**src/rtl/assoc_if.sv**
```systemverilog
// Handshake and result bundle between the memory-layer controller and assoc_layer.
`timescale 1ns/1ps
interface assoc_if #(
  parameter int W_WIDTH = 8
);
  logic               assoc_learning_start;
  logic [31:0]        c;
  logic               learning_done;
  logic               assoc_learning_done;
  logic               recall_req;
  logic [31:0]        recall_key;
  logic               recall_ready;
  logic               recall_valid;
  logic [31:0]        recall_class;
  logic [W_WIDTH-1:0] recall_weight;
  logic               class_err;

  modport slave (
    input  assoc_learning_start, c, learning_done, recall_req, recall_key,
    output assoc_learning_done, recall_ready, recall_valid, recall_class,
           recall_weight, class_err
  );

  modport master (
    output assoc_learning_start, c, learning_done, recall_req, recall_key,
    input  assoc_learning_done, recall_ready, recall_valid, recall_class,
           recall_weight, class_err
  );
endinterface

```
**src/rtl/assoc_layer.sv**
```systemverilog
// Class-to-class association matrix: learns prev->cur transitions with saturating
// weights and recalls the strongest successor of a key class by a row scan.
`timescale 1ns/1ps
module assoc_layer #(
  parameter int NUM_CLASS = 8,
  parameter int W_WIDTH   = 8
) (
  input  logic       clk,
  input  logic       reset,
  assoc_if.slave     bus,
  output logic [2:0] dbg_state_o
);

  localparam int IDX_W = (NUM_CLASS > 1) ? $clog2(NUM_CLASS) : 1;
  localparam logic [W_WIDTH-1:0] W_MAX   = {W_WIDTH{1'b1}};
  localparam logic [IDX_W-1:0]   IDX_END = IDX_W'(NUM_CLASS - 1);

  // Handshakes: assoc_learning_start is a level held until assoc_learning_done
  // is seen; a recall is accepted on a cycle where recall_req && recall_ready,
  // and the requester holds recall_req until then. Done/valid are 1-cycle pulses.
  typedef enum logic [2:0] {
    S_IDLE, S_CHECK, S_UPDATE, S_DONE, S_WAIT_LOW, S_RECALL, S_RESULT
  } state_t;

  state_t state_q, state_d;

  logic [W_WIDTH-1:0] assoc_w_q [NUM_CLASS][NUM_CLASS];
  logic [31:0]        cur_class_q;
  logic               in_range_q;
  logic [IDX_W-1:0]   prev_class_q;
  logic               prev_valid_q;
  logic [IDX_W-1:0]   key_idx_q;
  logic               key_ok_q;
  logic [IDX_W-1:0]   scan_idx_q;
  logic [W_WIDTH-1:0] best_w_q;
  logic [IDX_W-1:0]   best_idx_q;
  logic               done_q;
  logic               valid_q;
  logic [31:0]        rclass_q;
  logic [W_WIDTH-1:0] rweight_q;
  logic               err_q;

  logic [IDX_W-1:0]   cur_idx;
  logic [W_WIDTH-1:0] scan_w;
  logic               start_accept;
  logic               recall_accept;

  // Unsigned compare also rejects negative int labels.
  function automatic logic class_ok(input logic [31:0] v);
    return v < 32'(NUM_CLASS);
  endfunction

  assign cur_idx       = cur_class_q[IDX_W-1:0];
  assign scan_w        = key_ok_q ? assoc_w_q[key_idx_q][scan_idx_q] : '0;
  assign start_accept  = (state_q == S_IDLE) && bus.assoc_learning_start;
  assign recall_accept = (state_q == S_IDLE) && !bus.assoc_learning_start && bus.recall_req;

  always_comb begin
    state_d = state_q;
    case (state_q)
      S_IDLE: begin
        if (bus.assoc_learning_start) state_d = S_CHECK;
        else if (bus.recall_req)      state_d = S_RECALL;
      end
      S_CHECK:    state_d = S_UPDATE;
      S_UPDATE:   state_d = S_DONE;
      S_DONE:     state_d = S_WAIT_LOW;
      S_WAIT_LOW: if (!bus.assoc_learning_start) state_d = S_IDLE;
      S_RECALL:   if (scan_idx_q == IDX_END) state_d = S_RESULT;
      S_RESULT:   state_d = S_IDLE;
      default:    state_d = S_IDLE;
    endcase
  end

  always_ff @(posedge clk or negedge reset) begin
    if (!reset) begin
      state_q <= S_IDLE;
    end else begin
      state_q <= state_d;
    end
  end

  always_ff @(posedge clk or negedge reset) begin
    if (!reset) begin
      for (int r = 0; r < NUM_CLASS; r++) begin
        for (int k = 0; k < NUM_CLASS; k++) begin
          assoc_w_q[r][k] <= '0;
        end
      end
      cur_class_q  <= '0;
      in_range_q   <= 1'b0;
      prev_class_q <= '0;
      prev_valid_q <= 1'b0;
      key_idx_q    <= '0;
      key_ok_q     <= 1'b0;
      scan_idx_q   <= '0;
      best_w_q     <= '0;
      best_idx_q   <= '0;
      done_q       <= 1'b0;
      valid_q      <= 1'b0;
      rclass_q     <= '0;
      rweight_q    <= '0;
      err_q        <= 1'b0;
    end else begin
      done_q  <= (state_q == S_DONE);
      valid_q <= (state_q == S_RESULT);

      if (start_accept) cur_class_q <= bus.c;

      if (state_q == S_CHECK) in_range_q <= class_ok(cur_class_q);

      if (state_q == S_UPDATE) begin
        if (in_range_q) begin
          if (prev_valid_q && (prev_class_q != cur_idx) &&
              (assoc_w_q[prev_class_q][cur_idx] != W_MAX)) begin
            assoc_w_q[prev_class_q][cur_idx] <= assoc_w_q[prev_class_q][cur_idx] + 1'b1;
          end
          prev_class_q <= cur_idx;
          prev_valid_q <= 1'b1;
        end else begin
          prev_valid_q <= 1'b0;
          err_q        <= 1'b1;
        end
      end

      // Sequence end only breaks the chain between requests, never mid-update.
      if (bus.learning_done && ((state_q == S_IDLE) || (state_q == S_WAIT_LOW))) begin
        prev_valid_q <= 1'b0;
      end

      if (recall_accept) begin
        key_idx_q  <= bus.recall_key[IDX_W-1:0];
        key_ok_q   <= class_ok(bus.recall_key);
        scan_idx_q <= '0;
        best_w_q   <= '0;
        best_idx_q <= '0;
      end

      // Strict greater-than keeps the lowest index on ties.
      if (state_q == S_RECALL) begin
        if (scan_w > best_w_q) begin
          best_w_q   <= scan_w;
          best_idx_q <= scan_idx_q;
        end
        scan_idx_q <= scan_idx_q + 1'b1;
      end

      if (state_q == S_RESULT) begin
        rclass_q  <= {{(32-IDX_W){1'b0}}, best_idx_q};
        rweight_q <= best_w_q;
        if (!key_ok_q) err_q <= 1'b1;
      end
    end
  end

  assign bus.recall_ready        = (state_q == S_IDLE) && !bus.assoc_learning_start;
  assign bus.assoc_learning_done = done_q;
  assign bus.recall_valid        = valid_q;
  assign bus.recall_class        = rclass_q;
  assign bus.recall_weight       = rweight_q;
  assign bus.class_err           = err_q;
  assign dbg_state_o             = state_q;

endmodule

```
**src/flat_wrapper.sv**
```systemverilog
// flat-port wrapper written by rule: the top's interface ports become plain ports
module assoc_layer_flat 
#(
  parameter int NUM_CLASS = 8,
  parameter int W_WIDTH   = 8
)
  (clk, reset, dbg_state_o, bus_assoc_learning_start, bus_c, bus_learning_done, bus_recall_req, bus_recall_key, bus_assoc_learning_done, bus_recall_ready, bus_recall_valid, bus_recall_class, bus_recall_weight, bus_class_err);
  assoc_if #(.W_WIDTH(W_WIDTH)) bus_i ();
  input  logic clk;
  input  logic reset;
  output logic [2:0] dbg_state_o;
  input wire logic [$bits(bus_i.assoc_learning_start)-1:0] bus_assoc_learning_start;
  input wire logic [$bits(bus_i.c)-1:0] bus_c;
  input wire logic [$bits(bus_i.learning_done)-1:0] bus_learning_done;
  input wire logic [$bits(bus_i.recall_req)-1:0] bus_recall_req;
  input wire logic [$bits(bus_i.recall_key)-1:0] bus_recall_key;
  output wire logic [$bits(bus_i.assoc_learning_done)-1:0] bus_assoc_learning_done;
  output wire logic [$bits(bus_i.recall_ready)-1:0] bus_recall_ready;
  output wire logic [$bits(bus_i.recall_valid)-1:0] bus_recall_valid;
  output wire logic [$bits(bus_i.recall_class)-1:0] bus_recall_class;
  output wire logic [$bits(bus_i.recall_weight)-1:0] bus_recall_weight;
  output wire logic [$bits(bus_i.class_err)-1:0] bus_class_err;
  assign bus_i.assoc_learning_start = bus_assoc_learning_start;
  assign bus_i.c = bus_c;
  assign bus_i.learning_done = bus_learning_done;
  assign bus_i.recall_req = bus_recall_req;
  assign bus_i.recall_key = bus_recall_key;
  assign bus_assoc_learning_done = bus_i.assoc_learning_done;
  assign bus_recall_ready = bus_i.recall_ready;
  assign bus_recall_valid = bus_i.recall_valid;
  assign bus_recall_class = bus_i.recall_class;
  assign bus_recall_weight = bus_i.recall_weight;
  assign bus_class_err = bus_i.class_err;
  assoc_layer #(.NUM_CLASS(NUM_CLASS), .W_WIDTH(W_WIDTH)) u_core (.clk(clk), .reset(reset), .bus(bus_i), .dbg_state_o(dbg_state_o));
endmodule
```
**config.mk**
```make
export PLATFORM = sky130hd
export DESIGN_NAME = assoc_layer_flat
export DESIGN_NICKNAME = d
export VERILOG_FILES = /design/src/rtl/assoc_if.sv /design/src/rtl/assoc_layer.sv /design/src/flat_wrapper.sv
export SDC_FILE = /design/constraint.sdc
export NUM_CORES = 1
export LEC_CHECK = 0
export BUFFER_PORTS_ARGS = -buffer_cell sky130_fd_sc_hd__buf_2
export CAP_MARGIN = 20
export CORE_MARGIN = 8
export CORE_UTILIZATION = 57
export DETAILED_ROUTE_END_ITERATION = 7
export PLACE_DENSITY_LB_ADDON = 0.3
export SETUP_SLACK_MARGIN = 0.5
export SLEW_MARGIN = 20
export SYNTH_ARGS = -nofsm -noshare
export SYNTH_HDL_FRONTEND = slang
export SYNTH_SLANG_ARGS = --single-unit
```
**constraint.sdc**
```tcl
create_clock -name clk -period 4.87 [get_ports clk]
set_clock_uncertainty 0.1 [all_clocks]
set_input_delay 0.487 -clock clk [delete_from_list [all_inputs] [get_ports clk]]
set_output_delay 0.487 -clock clk [all_outputs]
set_load 0.1 [all_outputs]
```
==> flow_metrics.env <==
export IMPL_synth_xor_area_frac=0.002394
export IMPL_async_flop_share=1.000
export IMPL_use_met1=0.4149
export IMPL_ys_seq_elements=584
export IMPL_syn_inst=2201
export IMPL_portBuffers=86
export IMPL_synth_adder_area_share=0.004179
export IMPL_yosysUniqueCellTypes=75
export IMPL_layout_commonest_cell="dfrtp_1"
export IMPL_relSlewSlack=0.2768
export IMPL_clock_latency_ps=640
export IMPL_design_core_area_sq_mm=0.05737
export IMPL_path_clk_slew_ps=60
export IMPL_syn_cell_area_sq_mm=0.03293
export IMPL_pre_cts_slack_ps=171.1
export IMPL_start_kind="register"
export IMPL_max_stage_delay_ps=660
export IMPL_drv_slew=0
export IMPL_postRouteAntennaNets=0
export IMPL_synthMuxAreaShare=0.3961
export IMPL_nets=2448
export IMPL_grt_pass1_wl_mm=153.9
export IMPL_die_y_um=256.4
export IMPL_cp_arrival_ps=4760
export IMPL_busiest_layer="met2"
export IMPL_cts_made_buffers=60
export IMPL_status="complete, no violations"
export IMPL_multi_input_area_sq_mm=0.01713
export IMPL_synth_area_per_cell_sq_um=14.96
export IMPL_cts_root_buf="clkbuf_16"
export IMPL_p_leak_nw=16.79
export IMPL_grt_max_degree=116
export IMPL_final_cell_mix="dfrtp_1, mux2_4, mux4_2, buf_4, mux2_2"
export IMPL_synth_compound_area_frac=0.04974
export IMPL_met3_usage=0.08142
export IMPL_synth_top_family_by_area="multiplexers"
export IMPL_first_pass_iters=6
export IMPL_seq_area_sq_mm=0.01464
export IMPL_hpwl_mm=68.15
export IMPL_wl_per_cell_um=32.44
export IMPL_crit_chain="nand2b_1 > nor2_1 > a222oi_1 > a21oi_1 > nor4_1 > nand3_1 > ha_4 > and4b_4 > buf_12 > nor3_4 > buf_4 > mux2_4"
export IMPL_finalSetupTns_ps=0
export IMPL_placementRows=88
export IMPL_synth_edf_count=0
export IMPL_fmax_mhz=230.0
export IMPL_nFillCells=3876
export IMPL_grt_pass1_vias=22720
export IMPL_drc=0
export IMPL_drive_gt1_frac=0.5029
export IMPL_hold_path_class="in2reg"
export IMPL_clock_sinks=584
export IMPL_rsz0062_at_grt="true"
export IMPL_min_period_over_period=0.8928
export IMPL_vias=22230
export IMPL_period_needed_ps=4348
export IMPL_yosys_area_share_simple=0.06011
export IMPL_crit_slowest_cell="dfrtp_4"
export IMPL_die_area_sq_mm=0.06572
export IMPL_ir_worst_vdd_v=0.0003854
export IMPL_end_kind="register"
export IMPL_crit_type="reg2reg"
export IMPL_ys_flop_type="dfrtp_1"
export IMPL_cts_tree="done"
export IMPL_vias_per_cell=6.972
export IMPL_powerDensity_mw_per_mm2=423.9
export IMPL_start_util=0.5740
export IMPL_ctsLongestPathBuffers=3
export IMPL_max_cap_viol_count=0
export IMPL_grtUsageMet2=0.4518
export IMPL_cp_max_fo=15
export IMPL_ys_seq_area_frac=0.4438
export IMPL_die_x_um=256.4
export IMPL_required_ps=5280
export IMPL_antenna_found_initial=13
export IMPL_final_setup_viol_count=0
export IMPL_worst_slew_pin_transition_ps=1082
export IMPL_io_pins=116
export IMPL_finalHoldViolations=0
export IMPL_wirelength_mm=103.5
export IMPL_grt_usage=0.3071
export IMPL_ctsHtreeMaxLevel=2
export IMPL_gr_total_overflow=0
export IMPL_initialDrtViolationCount=2813
export IMPL_yosys_warnings=0
export IMPL_gp_congestion=0.9962
export IMPL_syn2layout_area_growth_pct=16.76
export IMPL_fin_ws_ps=521.9
-- metrics by stage --
stage                     cells  utilization  instance area [sq um]  total power [W]  hold slack [ps]
after detailed placement   3006       0.6195                  35540          0.01095            283.9
after global routing       3185       0.6701                  38440          0.01672            43.67
after floorplan            2229            -                  33060         0.008925            91.41
after global placement     3006       0.6195                  35540          0.01083            276.9
final                      3189       0.6702                  38450          0.01630            33.62
after CTS                  3168       0.6653                  38170          0.01600            9.654
-- worst max-delay path: cells and delay by family, from the launching register on --
family,cells,cell delay [ps]
compound gates,2,590
simple gates,6,1880
mux,1,300
flops,1,660
buf+inv,2,430
fa+ha+maj,1,240
-- repair_timing --
| action | 4_1_cts | 5_1_grt |
|---|---|---|
| endpoints found under the hold margin | 127 | 0 |
| pin swaps | 2 | 4 |
| gates resized for setup | 8 | 22 |
| endpoints found under the setup margin | 430 | 448 |
| buffers inserted | 10 | 15 |
| gates cloned | 2 | 2 |
| hold buffers | 36 | 0 |
-- final timing paths --
| kind | from | end | slack, ps | depth (start not counted) |
|---|---|---|---|---|
| max | u_core.prev_class_q[0] | u_core.assoc_w_q[261] | 520 | 12 |
| min in group asynchronous | reset | u_core.assoc_w_q[479] | 360 | 2 |
| min | bus_recall_key[18] | u_core.key_ok_q | 30 | 4 |
| max reg2reg | u_core.prev_class_q[0] | u_core.assoc_w_q[261] | 520 | 12 |
| max in group asynchronous | reset | u_core.key_idx_q[1] | 3060 | 3 |
| min reg2reg | u_core.assoc_w_q[78] | u_core.assoc_w_q[78] | 300 | 0 |
-- layer usage --
layer	wire length, um	vias to the layer above
li1	-	8683
met1	40300	11620
met2	45790	1542
met3	11180	387
met4	6139	6
met5	44	-
-- synth_stat cells (14+ instances only) --
master,number,area (sq um)
mux2_4,400,6006
a22o_1,14,122.6
a21oi_1,24,120.1
nor3_4,52,845.8
mux4_2,208,4684
mux2i_1,80,800.8
o21ai_0,39,195.2
nor2_1,24,90.09
buf_4,39,292.8
clkbuf_1,152,570.6
a22oi_1,28,210.2
buf_2,34,170.2
nand2_1,66,247.7
mux2_2,92,1036
nor4_1,15,93.84
nand2b_1,16,100.1
dfrtp_1,584,14610
buf_1,29,108.9
mux2_1,46,518.0
a221oi_1,27,236.5
o22ai_1,25,156.4
-- final cells by class --
cell class              count  area share
clock inverters            35     0.01051
diodes                      4   0.0002603
multi-input cells        1359      0.4455
flip-flops and latches    584      0.3807
repair buffers            348     0.09288
well taps                 765     0.02490
inverters                  15    0.001530
clock buffers              79     0.04380
-- where the power goes --
part / total [W] / switching, W / internal, W
logic: 0.00594 / 0.00380 / 0.00214
registers: 0.00545 / 0.000344 / 0.00511
clock network: 0.00491 / 0.00209 / 0.00282
-- registers in the layout, indices dropped and copies added (netlist names) --
| signal | cells |
|---|---|
| u_core.dbg_state_o | 3 |
| u_core.bus.recall_weight | 8 |
| u_core.best_w_q | 8 |
| u_core.assoc_w_q | 512 |
| u_core.key_idx_q | 3 |
| u_core.best_idx_q | 3 |
| u_core.bus.class_err | 1 |
| u_core.bus.recall_valid | 1 |
| u_core.key_ok_q | 1 |
| u_core.prev_valid_q | 1 |
| u_core.bus.assoc_learning_done | 1 |
| u_core.cur_class_q | 32 |
| u_core.scan_idx_q | 3 |
| u_core.bus.recall_class | 3 |
| u_core.in_range_q | 1 |
| u_core.prev_class_q | 3 |
-- cell families after synthesis --
group                      count (synthesis)
muxes                                    826
DFF                                      584
buffers and inverters                    286
and+or+nand+nor                          257
AOI/OAI and AO/OA                        227
adders and majority gates                 11
xor gates and xnor gates                   9
other                                      1
No activity file was read; power rests on OpenSTA's default activity.
